### src/rtl/vector_alu_seq.sv
// Sequential vector ALU: one op per start/done handshake on W-bit operands.
// Latency: 1 cycle for logic/arith/saturating ops, W+2 cycles for signed MUL.
// Backpressure: start is ignored while busy; no queueing, done is a 1-cycle pulse.
module vector_alu_seq #(
  parameter  int W     = 8,
  localparam int CNT_W = $clog2(W + 1)
) (
  input  logic           clk,
  input  logic           rst,
  input  logic           start,
  input  logic [4:0]     alu_op,
  input  logic [W-1:0]   r,
  input  logic [W-1:0]   s,
  output logic           busy,
  output logic           done,
  output logic [W-1:0]   y,
  output logic [2*W-1:0] y2,
  output logic           ovf
);

  localparam logic [4:0] OP_ADD  = 5'b00000;
  localparam logic [4:0] OP_PASS = 5'b00001;
  localparam logic [4:0] OP_SUB  = 5'b00010;
  localparam logic [4:0] OP_AND  = 5'b00011;
  localparam logic [4:0] OP_OR   = 5'b00100;
  localparam logic [4:0] OP_XOR  = 5'b00101;
  localparam logic [4:0] OP_ADDS = 5'b00110;
  localparam logic [4:0] OP_SUBS = 5'b00111;
  localparam logic [4:0] OP_MUL  = 5'b01000;
  localparam logic [4:0] OP_MULH = 5'b01001;
  localparam logic [4:0] OP_CMP  = 5'b01010;

  localparam logic [W-1:0] SMAX = {1'b0, {(W-1){1'b1}}};
  localparam logic [W-1:0] SMIN = {1'b1, {(W-1){1'b0}}};

  typedef enum logic [1:0] {S_IDLE, S_EXEC, S_MUL, S_SIGN} state_t;

  state_t           state_q, state_d;
  logic [4:0]       op_q, op_d;
  logic [W-1:0]     r_q, r_d, s_q, s_d;
  logic [CNT_W-1:0] cnt_q, cnt_d;
  logic [W-1:0]     mr_q, mr_d;
  logic             sign_q, sign_d;
  logic [2*W:0]     p_q, p_d;
  logic [W-1:0]     y_q, y_d;
  // y2_q doubles as the retained product register read back by MULH.
  logic [2*W-1:0]   y2_q, y2_d;
  logic             ovf_q, ovf_d;
  logic             done_q, done_d;

  // Single-cycle datapath on the latched operands.
  logic [W:0]       add_ext, sub_ext;
  logic [W-1:0]     alu_y;
  logic             alu_ovf;
  logic [2*W:0]     p_add;
  logic [2*W-1:0]   prod_signed;

  function automatic logic [W-1:0] mag(input logic [W-1:0] v);
    return v[W-1] ? (~v + 1'b1) : v;
  endfunction

  // Result mux for the one-cycle ops; saturation uses a sign-extended W+1 bit sum.
  always_comb begin
    add_ext = {r_q[W-1], r_q} + {s_q[W-1], s_q};
    sub_ext = {r_q[W-1], r_q} - {s_q[W-1], s_q};
    alu_ovf = 1'b0;
    alu_y   = s_q;
    case (op_q)
      OP_ADD:  alu_y = r_q + s_q;
      OP_PASS: alu_y = s_q;
      OP_SUB:  alu_y = r_q - s_q;
      OP_AND:  alu_y = r_q & s_q;
      OP_OR:   alu_y = r_q | s_q;
      OP_XOR:  alu_y = r_q ^ s_q;
      OP_ADDS: begin
        alu_ovf = add_ext[W] ^ add_ext[W-1];
        alu_y   = alu_ovf ? (add_ext[W] ? SMIN : SMAX) : add_ext[W-1:0];
      end
      OP_SUBS: begin
        alu_ovf = sub_ext[W] ^ sub_ext[W-1];
        alu_y   = alu_ovf ? (sub_ext[W] ? SMIN : SMAX) : sub_ext[W-1:0];
      end
      OP_MULH: alu_y = y2_q[2*W-1:W];
      OP_CMP:  alu_y = ((r_q & s_q) == r_q) ? {W{1'b1}} : {W{1'b0}};
      default: alu_y = s_q;
    endcase
  end

  // Next-state and datapath register updates for the handshake FSM.
  always_comb begin
    state_d = state_q;
    op_d    = op_q;
    r_d     = r_q;
    s_d     = s_q;
    cnt_d   = cnt_q;
    mr_d    = mr_q;
    sign_d  = sign_q;
    p_d     = p_q;
    y_d     = y_q;
    y2_d    = y2_q;
    ovf_d   = ovf_q;
    done_d  = 1'b0;
    // Shift-add step: add |r| into the upper half (carry kept), then shift right.
    p_add       = p_q[0] ? {p_q[2*W:W] + {1'b0, mr_q}, p_q[W-1:0]} : p_q;
    prod_signed = sign_q ? (~p_q[2*W-1:0] + 1'b1) : p_q[2*W-1:0];
    case (state_q)
      S_IDLE: begin
        if (start) begin
          op_d    = alu_op;
          r_d     = r;
          s_d     = s;
          cnt_d   = '0;
          state_d = (alu_op == OP_MUL) ? S_MUL : S_EXEC;
        end
      end
      S_EXEC: begin
        y_d     = alu_y;
        ovf_d   = alu_ovf;
        done_d  = 1'b1;
        state_d = S_IDLE;
      end
      S_MUL: begin
        if (cnt_q == '0) begin
          mr_d   = mag(r_q);
          sign_d = r_q[W-1] ^ s_q[W-1];
          p_d    = {{(W+1){1'b0}}, mag(s_q)};
          cnt_d  = CNT_W'(1);
        end else begin
          p_d = p_add >> 1;
          if (cnt_q == CNT_W'(W)) begin
            state_d = S_SIGN;
          end else begin
            cnt_d = cnt_q + 1'b1;
          end
        end
      end
      S_SIGN: begin
        // A zero magnitude negates to zero, so no -0 artefact can appear.
        y2_d    = prod_signed;
        y_d     = prod_signed[W-1:0];
        ovf_d   = 1'b0;
        done_d  = 1'b1;
        state_d = S_IDLE;
      end
      default: state_d = S_IDLE;
    endcase
  end

  // State and datapath registers; reset aborts any op in flight.
  always_ff @(posedge clk or posedge rst) begin
    if (rst) begin
      state_q <= S_IDLE;
      op_q    <= '0;
      r_q     <= '0;
      s_q     <= '0;
      cnt_q   <= '0;
      mr_q    <= '0;
      sign_q  <= 1'b0;
      p_q     <= '0;
      y_q     <= '0;
      y2_q    <= '0;
      ovf_q   <= 1'b0;
      done_q  <= 1'b0;
    end else begin
      state_q <= state_d;
      op_q    <= op_d;
      r_q     <= r_d;
      s_q     <= s_d;
      cnt_q   <= cnt_d;
      mr_q    <= mr_d;
      sign_q  <= sign_d;
      p_q     <= p_d;
      y_q     <= y_d;
      y2_q    <= y2_d;
      ovf_q   <= ovf_d;
      done_q  <= done_d;
    end
  end

  assign busy = (state_q != S_IDLE);
  assign done = done_q;
  assign y    = y_q;
  assign y2   = y2_q;
  assign ovf  = ovf_q;

endmodule
### config.mk
export PLATFORM = sky130hd
export DESIGN_NAME = vector_alu_seq
export DESIGN_NICKNAME = d
export VERILOG_FILES = /design/src/rtl/vector_alu_seq.sv
export SDC_FILE = /design/constraint.sdc
export NUM_CORES = 1
export LEC_CHECK = 0
export CAP_MARGIN = 5
export CORE_ASPECT_RATIO = 0.8
export CORE_MARGIN = 2
export CORE_UTILIZATION = 60
export DETAILED_ROUTE_END_ITERATION = 10
export GPL_TIMING_DRIVEN = 1
export PLACE_DENSITY = 0.82
export RECOVER_POWER = 50
export SLEW_MARGIN = 10
export SYNTH_ARGS = -nofsm -noshare
export SYNTH_HDL_FRONTEND = slang
export SYNTH_SLANG_ARGS = --single-unit
### constraint.sdc
create_clock -name clk -period 4.5 [get_ports clk]
set_clock_uncertainty 0.05 [all_clocks]
set_input_delay 1.35 -clock clk [delete_from_list [all_inputs] [get_ports clk]]
set_output_delay 1.35 -clock clk [all_outputs]
set_load 0.01 [all_outputs]
==> results of run 1 <==
[worst min path at each step]
stage	from	to	slack, ns	cells after the start
2_1_floorplan	mr_q[7]	mr_q[7]	0.42	2
3_3_place_gp	y2[6]	y2[6]	0.41	1
3_5_place_dp	y2[1]	y2[1]	0.42	1
4_1_cts	y2[1]	y2[1]	0.43	1
5_1_grt	y2[4]	y2[4]	0.44	1
6_report	y2[1]	y2[1]	0.42	1
[routing by layer]
metal	vias up	global-route usage (%)	part of all wire, %
li1	2674	-	-
met1	2755	54.26	44
met2	394	52.70	42
met3	45	8.968	11
met4	0	13.24	2.9
met5	-	0	0
[worst reg2reg max path: stages, from the launching register on]
cell	delay, ns
dfrtp_1	0.48
nor2_1	0.44
nand3_1	0.34
mux2i_1	0.25
fa_1	0.45
a21o_1	0.18
a21oi_1	0.26
o21bai_1	0.10
a21oi_1	0.19
xnor2_1	0.14
a2111oi_0	0.45
a31oi_1	0.14
[layout make-up]
class | count | area [µm²] | share of cell area [%]
inverter | 36 | 135.1 | 1.931
multi-input combinational | 586 | 3879 | 55.42
clock buffer | 11 | 242.7 | 3.468
tap | 136 | 170.2 | 2.431
sequential | 78 | 1952 | 27.89
timing repair buffer | 56 | 538.0 | 7.687
clock inverter | 5 | 82.58 | 1.180
[Yosys cell counts, types with 6 or more instances]
cell type / instances
a22oi_1: 6
and3_1: 6
nand2b_1: 7
nand3_1: 18
mux2i_1: 10
a21oi_1: 49
a221oi_1: 6
nor2b_1: 8
o31ai_1: 12
ha_1: 54
clkbuf_1: 29
o211ai_1: 11
nor4_1: 9
xor2_1: 17
nor2_1: 57
xnor2_1: 31
inv_1: 36
dfrtp_1: 78
a21o_1: 14
or3_1: 9
nand2_1: 101
o21bai_1: 6
o21ai_0: 66
[state kept, by name (all words and copies together) (netlist names), 2 cells and up]
name     count
cnt_q        4
mr_q         8
op_q         5
p_q         16
r_q          8
s_q          8
state_q      2
y            8
y2          16
[cells by family after synthesis]
kind of cell | Yosys count | share of synthesized area, %
AOI/OAI and AO/OA | 221 | 23.28
xor gates and xnor gates | 48 | 6.892
adders and majority gates | 59 | 12.55
buffers and inverters | 70 | 4.390
DFF | 78 | 32.00
muxes | 12 | 2.010
and+or+nand+nor | 246 | 18.87
[power by group through the flow]
stage / combinational (mW) / clock, mW / sequential [mW]
2_1_floorplan: 1.14 / 0 / 1.00
3_3_place_gp: 1.59 / 0 / 1.08
3_5_place_dp: 1.61 / 0 / 1.09
4_1_cts: 1.63 / 0.798 / 1.08
5_1_grt: 1.81 / 0.832 / 1.11
6_report: 1.67 / 0.793 / 1.09
[stage by stage]
step	setup WS (ns)	std cells	power, mW	utilization [%]
final	0.8829	908	3.555	71.64
after global routing	0.5382	908	3.756	71.64
after CTS	1.017	908	3.513	71.80
after detailed placement	1.081	892	2.705	68.47
after global placement	1.115	892	2.676	68.47
after floorplan	1.105	734	2.144	-
==> impl_metrics.json, run 1 <==
{
  "finalHoldViolations": 0,
  "cts.clk_slew.worst_paths_ns": 0.06,
  "intPower_mw": 2.057,
  "setup_viol": 0,
  "holdWs_ns": 0.4221,
  "die_w_um": 116.7,
  "status": "completed",
  "p_leak_nw": 3.160,
  "vias": 5868,
  "worstMarginPinSlew_ns": 1.241,
  "route.detailed.drc": 0,
  "reg2reg_from": "op_q[4]",
  "crit_required_ns": 4.64,
  "synth_edf_count": 0,
  "grt_max_degree": 40,
  "drtIter0Drc": 743,
  "crit_path_start_kind": "register",
  "fillers": 786,
  "antenna_cells": 0,
  "syn-cell-area_mm2": 0.006100,
  "fin_tns_setup_ns": 0,
  "path_buf_inv": 0,
  "cts_max_level": 3,
  "ys.flop_type": "dfrtp_1",
  "p_sw_share_pct": 42.14,
  "min_path_type": "reg -> reg",
  "syn-num-nets": 816,
  "fmax_mhz": 276.5,
  "post-route-period-util_pct": 80.38,
  "worstSetupEndpoint": "y[6]",
  "syn_to_final_growth_pct": 14.75,
  "switchingPower_mw": 1.498,
  "cts_buffers": 9,
  "cts_tree": "yes",
  "final_area_mm2": 0.006999,
  "cts_hold_buf": 0,
  "fp.dieArea_mm2": 0.01099,
  "critPathMaxFanout": 7,
  "cp_top_family": "compound AO/OA/AOI/OAI gates",
  "pwr_density_cell_mw_per_mm2": 507.9,
  "syn_area_per_cell_um2": 8.310,
  "start_util_pct": 62.44,
  "ys_seq_area_share_pct": 32.00,
  "crit_path_cell_trace": "nor2_1, nand3_1, mux2i_1, fa_1, a21o_1, a21oi_1, o21bai_1, a21oi_1, xnor2_1, a2111oi_0, a31oi_1",
  "yosys.area.top_type": "dfrtp_1",
  "drive_above_1_share_pct": 3.756,
  "fp-row-count": 32,
  "die_h_um": 94.18,
  "routed_wirelength_um": 19510,
  "synthArstFlopShare_pct": 100.0,
  "cts_sinks": 78,
  "final_cell_mix": "101 x nand2_1, 78 x dfrtp_1, 66 x o21ai_0",
  "antenna_found_initial": 0,
  "fin_nets": 849,
  "r2r_slack_ns": 0.88,
  "clkLatencyLatePin_ns": 0.34,
  "gr-total-overflow": 0,
  "endpoint_kind": "register",
  "seqPwrFrac_pct": 30.8,
  "cts_root_buf": "clkbuf_16",
  "clock_power_share_pct": 22.3,
  "synth.yosys.warnings": 0,
  "cp.depth": 11,
  "grt_pass1_vias": 5410,
  "synth_cell_type_count": 62,
  "finalCriticalPeriod_ns": 3.617,
  "slowest_stage": "dfrtp_1",
  "yosys_register_bits": 78,
  "yosys.area.top_type_share_pct": 32.00,
  "portBuffers": 50,
  "cts_resized": 0,
  "cts_setup_buffers": 0,
  "critical-path-max-stage-delay_ns": 0.48,
  "reg2reg_depth": 11,
  "dpl-instance-area_mm2": 0.006689,
  "first_pass_iters": 5,
  "viasPerCell": 6.463,
  "dp_hpwl_um": 15000,
  "grt_setup_unrepaired": "false",
  "irDropWorstVdd_v": 0.0002682,
  "crit_arrival_ns": 3.76,
  "wire_per_inst_um": 21.49,
  "grt_pass1_wl_um": 30240,
  "worstSetupStartpoint": "op_q[4]",
  "syn_inst": 734,
  "coreArea_mm2": 0.009769,
  "synthTopCellsByArea": "dfrtp_1 32%, ha_1 11%, nand2_1 6.2%",
  "slew_violations": 0,
  "clockBufferDepth": 2,
  "crit_path_frequent_cell": "a21oi_1",
  "final_common_cell": "nand2_1",
  "ios": 51,
  "grt_usage_pct": 37.01,
  "gp_congestion": 1.032,
  "relSlewSlack_pct": 17.18,
  "cap_violations": 0,
  "comb_power_share_pct": 46.9,
  "r2r-end": "y[6]",
  "antenna_left": 0,
  "critPathKind": "reg -> reg"
}
(Power assumes the default switching activity.)
==> run 2, diff against run 1 <==
--- a/config.mk
+++ b/config.mk
@@ -8,10 +8,10 @@
 export CAP_MARGIN = 5
 export CORE_ASPECT_RATIO = 0.8
 export CORE_MARGIN = 2
-export CORE_UTILIZATION = 60
+export CORE_UTILIZATION = 54
 export DETAILED_ROUTE_END_ITERATION = 10
 export GPL_TIMING_DRIVEN = 1
-export PLACE_DENSITY = 0.82
+export PLACE_DENSITY = 0.78
 export RECOVER_POWER = 50
 export SLEW_MARGIN = 10
 export SYNTH_ARGS = -nofsm -noshare
==> constraint.sdc (replaced) <==
create_clock -name clk -period 3.1 [get_ports clk]
set_clock_uncertainty 0.05 [all_clocks]
set_input_delay 0.93 -clock clk [delete_from_list [all_inputs] [get_ports clk]]
set_output_delay 0.93 -clock clk [all_outputs]
set_load 0.01 [all_outputs]
==> impl_metrics.json, run 2 (synthesis gave the netlist of run 1 again) <==
{
  "drive_above_1_share_pct": 10.02,
  "finalCriticalPeriod_ns": 2.930,
  "finish.utilization_pct": 67.11,
  "fp.dieArea_mm2": 0.01217,
  "dp_cells": 946,
  "fmax_mhz": 341.3,
  "slew_violations": 0,
  "r2r_slack_ns": 0.17,
  "antenna_cells": 0,
  "die_h_um": 99.06,
  "dpl-instance-area_mm2": 0.007051,
  "clkLatencyLatePin_ns": 0.35,
  "finalHoldViolations": 0,
  "post-route-period-util_pct": 94.52,
  "reg2reg_depth": 9,
  "critPathKind": "reg -> reg",
  "irDropWorstVdd_v": 0.0003125,
  "final_cell_mix": "101 x nand2_1, 77 x dfrtp_1, 66 x o21ai_0",
  "grt_pass1_wl_um": 31740,
  "die_w_um": 122.8,
  "worstMarginPinSlew_ns": 1.344,
  "portBuffers": 50,
  "r2r-end": "y[1]",
  "clockBufferDepth": 2,
  "final_common_cell": "nand2_1",
  "crit_required_ns": 3.28,
  "reg2reg_from": "s_q[5]",
  "cts.clk_slew.worst_paths_ns": 0.06,
  "grt_usage_pct": 35.02,
  "setup_viol": 0,
  "slowest_stage": "dfrtp_1",
  "seqPwrFrac_pct": 28.3,
  "coreArea_mm2": 0.01093,
  "viasPerCell": 6.149,
  "cts_setup_buffers": 0,
  "crit_path_start_kind": "register",
  "ios": 51,
  "antenna_left": 0,
  "final_area_mm2": 0.007337,
  "grt_max_degree": 52,
  "endpoint_kind": "register",
  "critPathMaxFanout": 9,
  "min_path_type": "reg -> reg",
  "grt_setup_unrepaired": "false",
  "totalPowerFinal_mw": 5.267,
  "relSlewSlack_pct": 10.38,
  "vias": 5915,
  "wire_per_inst_um": 21.01,
  "hold-path-cell-count": 1,
  "switchingPower_mw": 2.230,
  "fin_ws_ns": 0.1699,
  "routed_wirelength_um": 20210,
  "cts_tree": "yes",
  "syn_to_final_growth_pct": 20.29,
  "hold_path_startpoint": "y2[6]",
  "cts_buffers": 9,
  "cts_hold_buf": 0,
  "cap_violations": 0,
  "gr-total-overflow": 0,
  "intPower_mw": 3.037,
  "fp-row-count": 34,
  "crit_path_cell_trace": "inv_1, ha_1, nor2b_1, o41ai_1, a31oi_2, xnor2_1, o211ai_1, a21o_1, o31a_1",
  "cts_root_buf": "clkbuf_16",
  "route.detailed.drc": 0,
  "dp_hpwl_um": 15960,
  "holdWs_ns": 0.4276,
  "fin_tns_setup_ns": 0,
  "comb_power_share_pct": 51.1,
  "start_util_pct": 55.79,
  "min_to": "y2[6]",
  "p_leak_nw": 3.360,
  "crit_arrival_ns": 3.11,
  "cts_sinks": 78,
  "instances_no_fill": 962,
  "pwr_density_cell_mw_per_mm2": 717.9,
  "cts_max_level": 3,
  "drtIter0Drc": 621,
  "first_pass_iters": 5,
  "critical-path-max-stage-delay_ns": 0.55,
  "grt_pass1_vias": 5561,
  "fin_nets": 895,
  "gp_congestion": 1.049,
  "p_sw_share_pct": 42.34,
  "dp_slack_ns": 0.1322,
  "antenna_found_initial": 0,
  "clock_power_share_pct": 20.6,
  "status": "completed"
}
==> run 2: cell types whose count changed in the layout (fill, tap and decap cells not counted), sizes merged <==
cell / delta
inv: +2
clkinv: -1
dlygate4sd3: -1
bufinv: -1
clkinvlp: +2
buf: +42
clkdlybuf4s50: +1
clkbuf: +2
==> run 2: area by class of cell <==
cell class	instances	area (µm²)
Clock buffer	9	225.2
Fill cell	913	3596
Timing Repair Buffer	102	870.8
Tap cell	144	180.2
Clock inverter	7	72.57
Inverter	36	135.1
Sequential cell	78	1953
Multi-Input combinational cell	586	3900
==> run 2: power groups by stage <==
stage	Clock [mW]	Combinational [mW]	Sequential [mW]
2_1_floorplan	0	1.65	1.46
3_3_place_gp	0	2.57	1.48
3_5_place_dp	0	2.60	1.50
4_1_cts	1.09	2.62	1.48
5_1_grt	1.15	2.93	1.52
6_report	1.09	2.69	1.49
==> run 2: repair_timing <==
item | CTS | global route
setup endpoints to repair | 0 | 4
gates resized for setup | 0 | 9
hold endpoints to repair | 0 | 0
==> run 2: worst max path at each step <==
stage / from / end / cells after the start
floorplan: rst / cnt_q[0] / 1
global placement: op_q[4] / y[6] / 11
detailed placement: r_q[4] / y[4] / 9
CTS: r_q[4] / y[4] / 9
global route: op_q[2] / y[6] / 12
finish: s_q[5] / y[1] / 9
==> run 2: layer usage <==
metal / up-vias / global-route usage, % / part of all wire [%] / wire (µm)
met5: - / 0 / 0 / 0
met4: 0 / 9.107 / 2.0 / 405
met3: 39 / 9.433 / 11 / 2199
met2: 327 / 50.23 / 42 / 8503
met1: 2784 / 51.90 / 45 / 9100
li1: 2765 / - / - / -
==> run 2: critical path, delay by kind of cell, from the launching register on <==
kind	cells	cell delay, ns
adders and majority gates	1	0.48
DFF	1	0.55
AOI/OAI and AO/OA	5	1.32
xor gates and xnor gates	1	0.18
and+or+nand+nor	1	0.13
buffers and inverters	1	0.11
==> run 3, diff against run 2 <==
==> constraint.sdc (replaced) <==
create_clock -name clk -period 3.1 [get_ports clk]
set_clock_uncertainty 0.05 [all_clocks]
set_input_delay 0.31 -clock clk [delete_from_list [all_inputs] [get_ports clk]]
set_output_delay 0.31 -clock clk [all_outputs]
set_load 0.01 [all_outputs]
==> impl_metrics.json, run 3 (synthesis gave the netlist of run 1 again) <==
{
  "status": "completed",
  "cp_top_family": "compound AO/OA/AOI/OAI gates",
  "wire_per_inst_um": 20.96,
  "coreArea_mm2": 0.01093,
  "grt_usage_pct": 34.88,
  "min_to": "y2[1]",
  "gr-total-overflow": 0,
  "critical-path-max-stage-delay_ns": 0.52,
  "path_buf_inv": 3,
  "seq_area_mm2": 0.001956,
  "intPower_mw": 3.065,
  "setup_viol": 0,
  "portBuffers": 50,
  "fp.dieArea_mm2": 0.01217,
  "cts_root_buf": "clkbuf_16",
  "gp_congestion": 1.027,
  "endpoint_kind": "register",
  "r2r_slack_ns": 0.12,
  "fmax_mhz": 335.9,
  "critPathMaxFanout": 9,
  "dp_cells": 952,
  "cts.clk_slew.worst_paths_ns": 0.06,
  "relSlewSlack_pct": 28.27,
  "final_common_cell": "nand2_1",
  "comb_power_share_pct": 51.2,
  "fillers": 840,
  "critPathKind": "reg -> reg",
  "min_path_type": "reg -> reg",
  "cts_max_level": 3,
  "hold_path_startpoint": "y2[1]",
  "start_util_pct": 55.79,
  "grt_max_degree": 56,
  "crit_path_frequent_cell": "buf_4",
  "reg2reg_from": "s_q[5]",
  "drive_above_1_share_pct": 11.04,
  "route.detailed.drc": 0,
  "cts_sinks": 78,
  "cts_tree": "yes",
  "cts_hold_buf": 0,
  "cap_violations": 0,
  "totalPowerFinal_mw": 5.309,
  "slew_violations": 0,
  "reg2reg_depth": 11,
  "crit_arrival_ns": 3.15,
  "p_sw_share_pct": 42.27,
  "clock_power_share_pct": 20.3,
  "dp_hpwl_um": 16060,
  "finalHoldViolations": 0,
  "fp-row-count": 34,
  "routed_wirelength_um": 20290,
  "pwr_density_cell_mw_per_mm2": 716.2,
  "antenna_cells": 0,
  "die_w_um": 122.8,
  "post-route-period-util_pct": 96.03,
  "viasPerCell": 6.183,
  "seqPwrFrac_pct": 28.5,
  "syn_to_final_growth_pct": 21.54,
  "vias": 5985,
  "crit_path_cell_trace": "inv_1, ha_1, nor2b_1, nor2_1, a31oi_2, buf_4, o211a_1, buf_4, nand3b_1, o311ai_0, o31a_1",
  "die_h_um": 99.06,
  "ios": 51,
  "grt_pass1_wl_um": 31840,
  "antenna_left": 0,
  "hold-path-cell-count": 1,
  "crit_path_start_kind": "register",
  "cts_buffers": 9,
  "first_pass_iters": 5,
  "switchingPower_mw": 2.244,
  "p_leak_nw": 3.414,
  "grt_pass1_vias": 5605,
  "worstMarginPinSlew_ns": 1.075,
  "fin_tns_setup_ns": 0,
  "slowest_stage": "ha_1",
  "instances_no_fill": 968,
  "r2r-end": "y[4]",
  "final_cell_mix": "101 x nand2_1, 75 x dfrtp_1, 66 x o21ai_0",
  "clkLatencyLatePin_ns": 0.34,
  "clockBufferDepth": 2,
  "crit_required_ns": 3.27,
  "fin_nets": 901,
  "antenna_found_initial": 0,
  "finalCriticalPeriod_ns": 2.977,
  "multi_input_area_mm2": 0.003905,
  "drtIter0Drc": 636,
  "irDropWorstVdd_v": 0.0003771
}
run 3: changes by cell type in the layout (fill, tap and decap cells not counted), moves of 2 or more:
cell | before | now
buf_4 | 46 | 55
clkbuf_2 | 2 | 0
clkdlybuf4s50_1 | 48 | 42
dfrtp_1 | 77 | 75
dfrtp_2 | 1 | 3
dlygate4sd3_1 | 2 | 8
run 3: worst max-delay path by stage:
stage          startpoint    to  slack [ns]  depth (start not counted)
2_1_floorplan     op_q[0]  y[6]        0.28                         12
3_3_place_gp       s_q[4]  y[4]        0.24                         11
3_5_place_dp       s_q[0]  y[6]        0.02                         11
4_1_cts            s_q[0]  y[6]       0.006                         11
5_1_grt            s_q[5]  y[4]      -0.007                         11
6_report           s_q[5]  y[4]        0.12                         11
run 3: power by group through the flow:
stage	clock, mW	sequential (mW)	combinational (mW)
floorplan	0	1.46	1.65
global route	1.13	1.53	2.95
CTS	1.08	1.49	2.64
finish	1.08	1.51	2.72
global placement	0	1.49	2.60
detailed placement	0	1.51	2.62
run 3: per-stage QoR:
stage | instance area [µm²] | setup WS (ns) | hold slack, ns | utilization (%)
floorplan | 6100 | 0.2816 | 0.3654 | -
CTS | 7392 | 0.005868 | 0.3213 | 67.61
global placement | 7096 | 0.2360 | 0.4081 | 64.90
detailed placement | 7096 | 0.02476 | 0.4167 | 64.90
global route | 7413 | -0.006759 | 0.4483 | 67.81
finish | 7413 | 0.1229 | 0.4244 | 67.81
run 3: what timing repair did:
action / in CTS / in global routing
setup endpoints to repair: 0 / 8
buffers inserted: 0 / 0
resized for setup: 0 / 11
run 3: layout make-up:
class | count | share of cell area (%)
inverters | 36 | 1.823
flip-flops and latches | 78 | 26.38
clock inverters | 6 | 0.9114
clock buffers | 10 | 3.089
well taps | 144 | 2.430
repair buffers | 108 | 12.69
multi-input cells | 586 | 52.68
run 3: metal layers:
layer	global-route usage, %	part of all wire [%]
met3	8.681	11
met4	9.372	2.0
met5	0	0
met1	53.40	46
met2	48.41	41
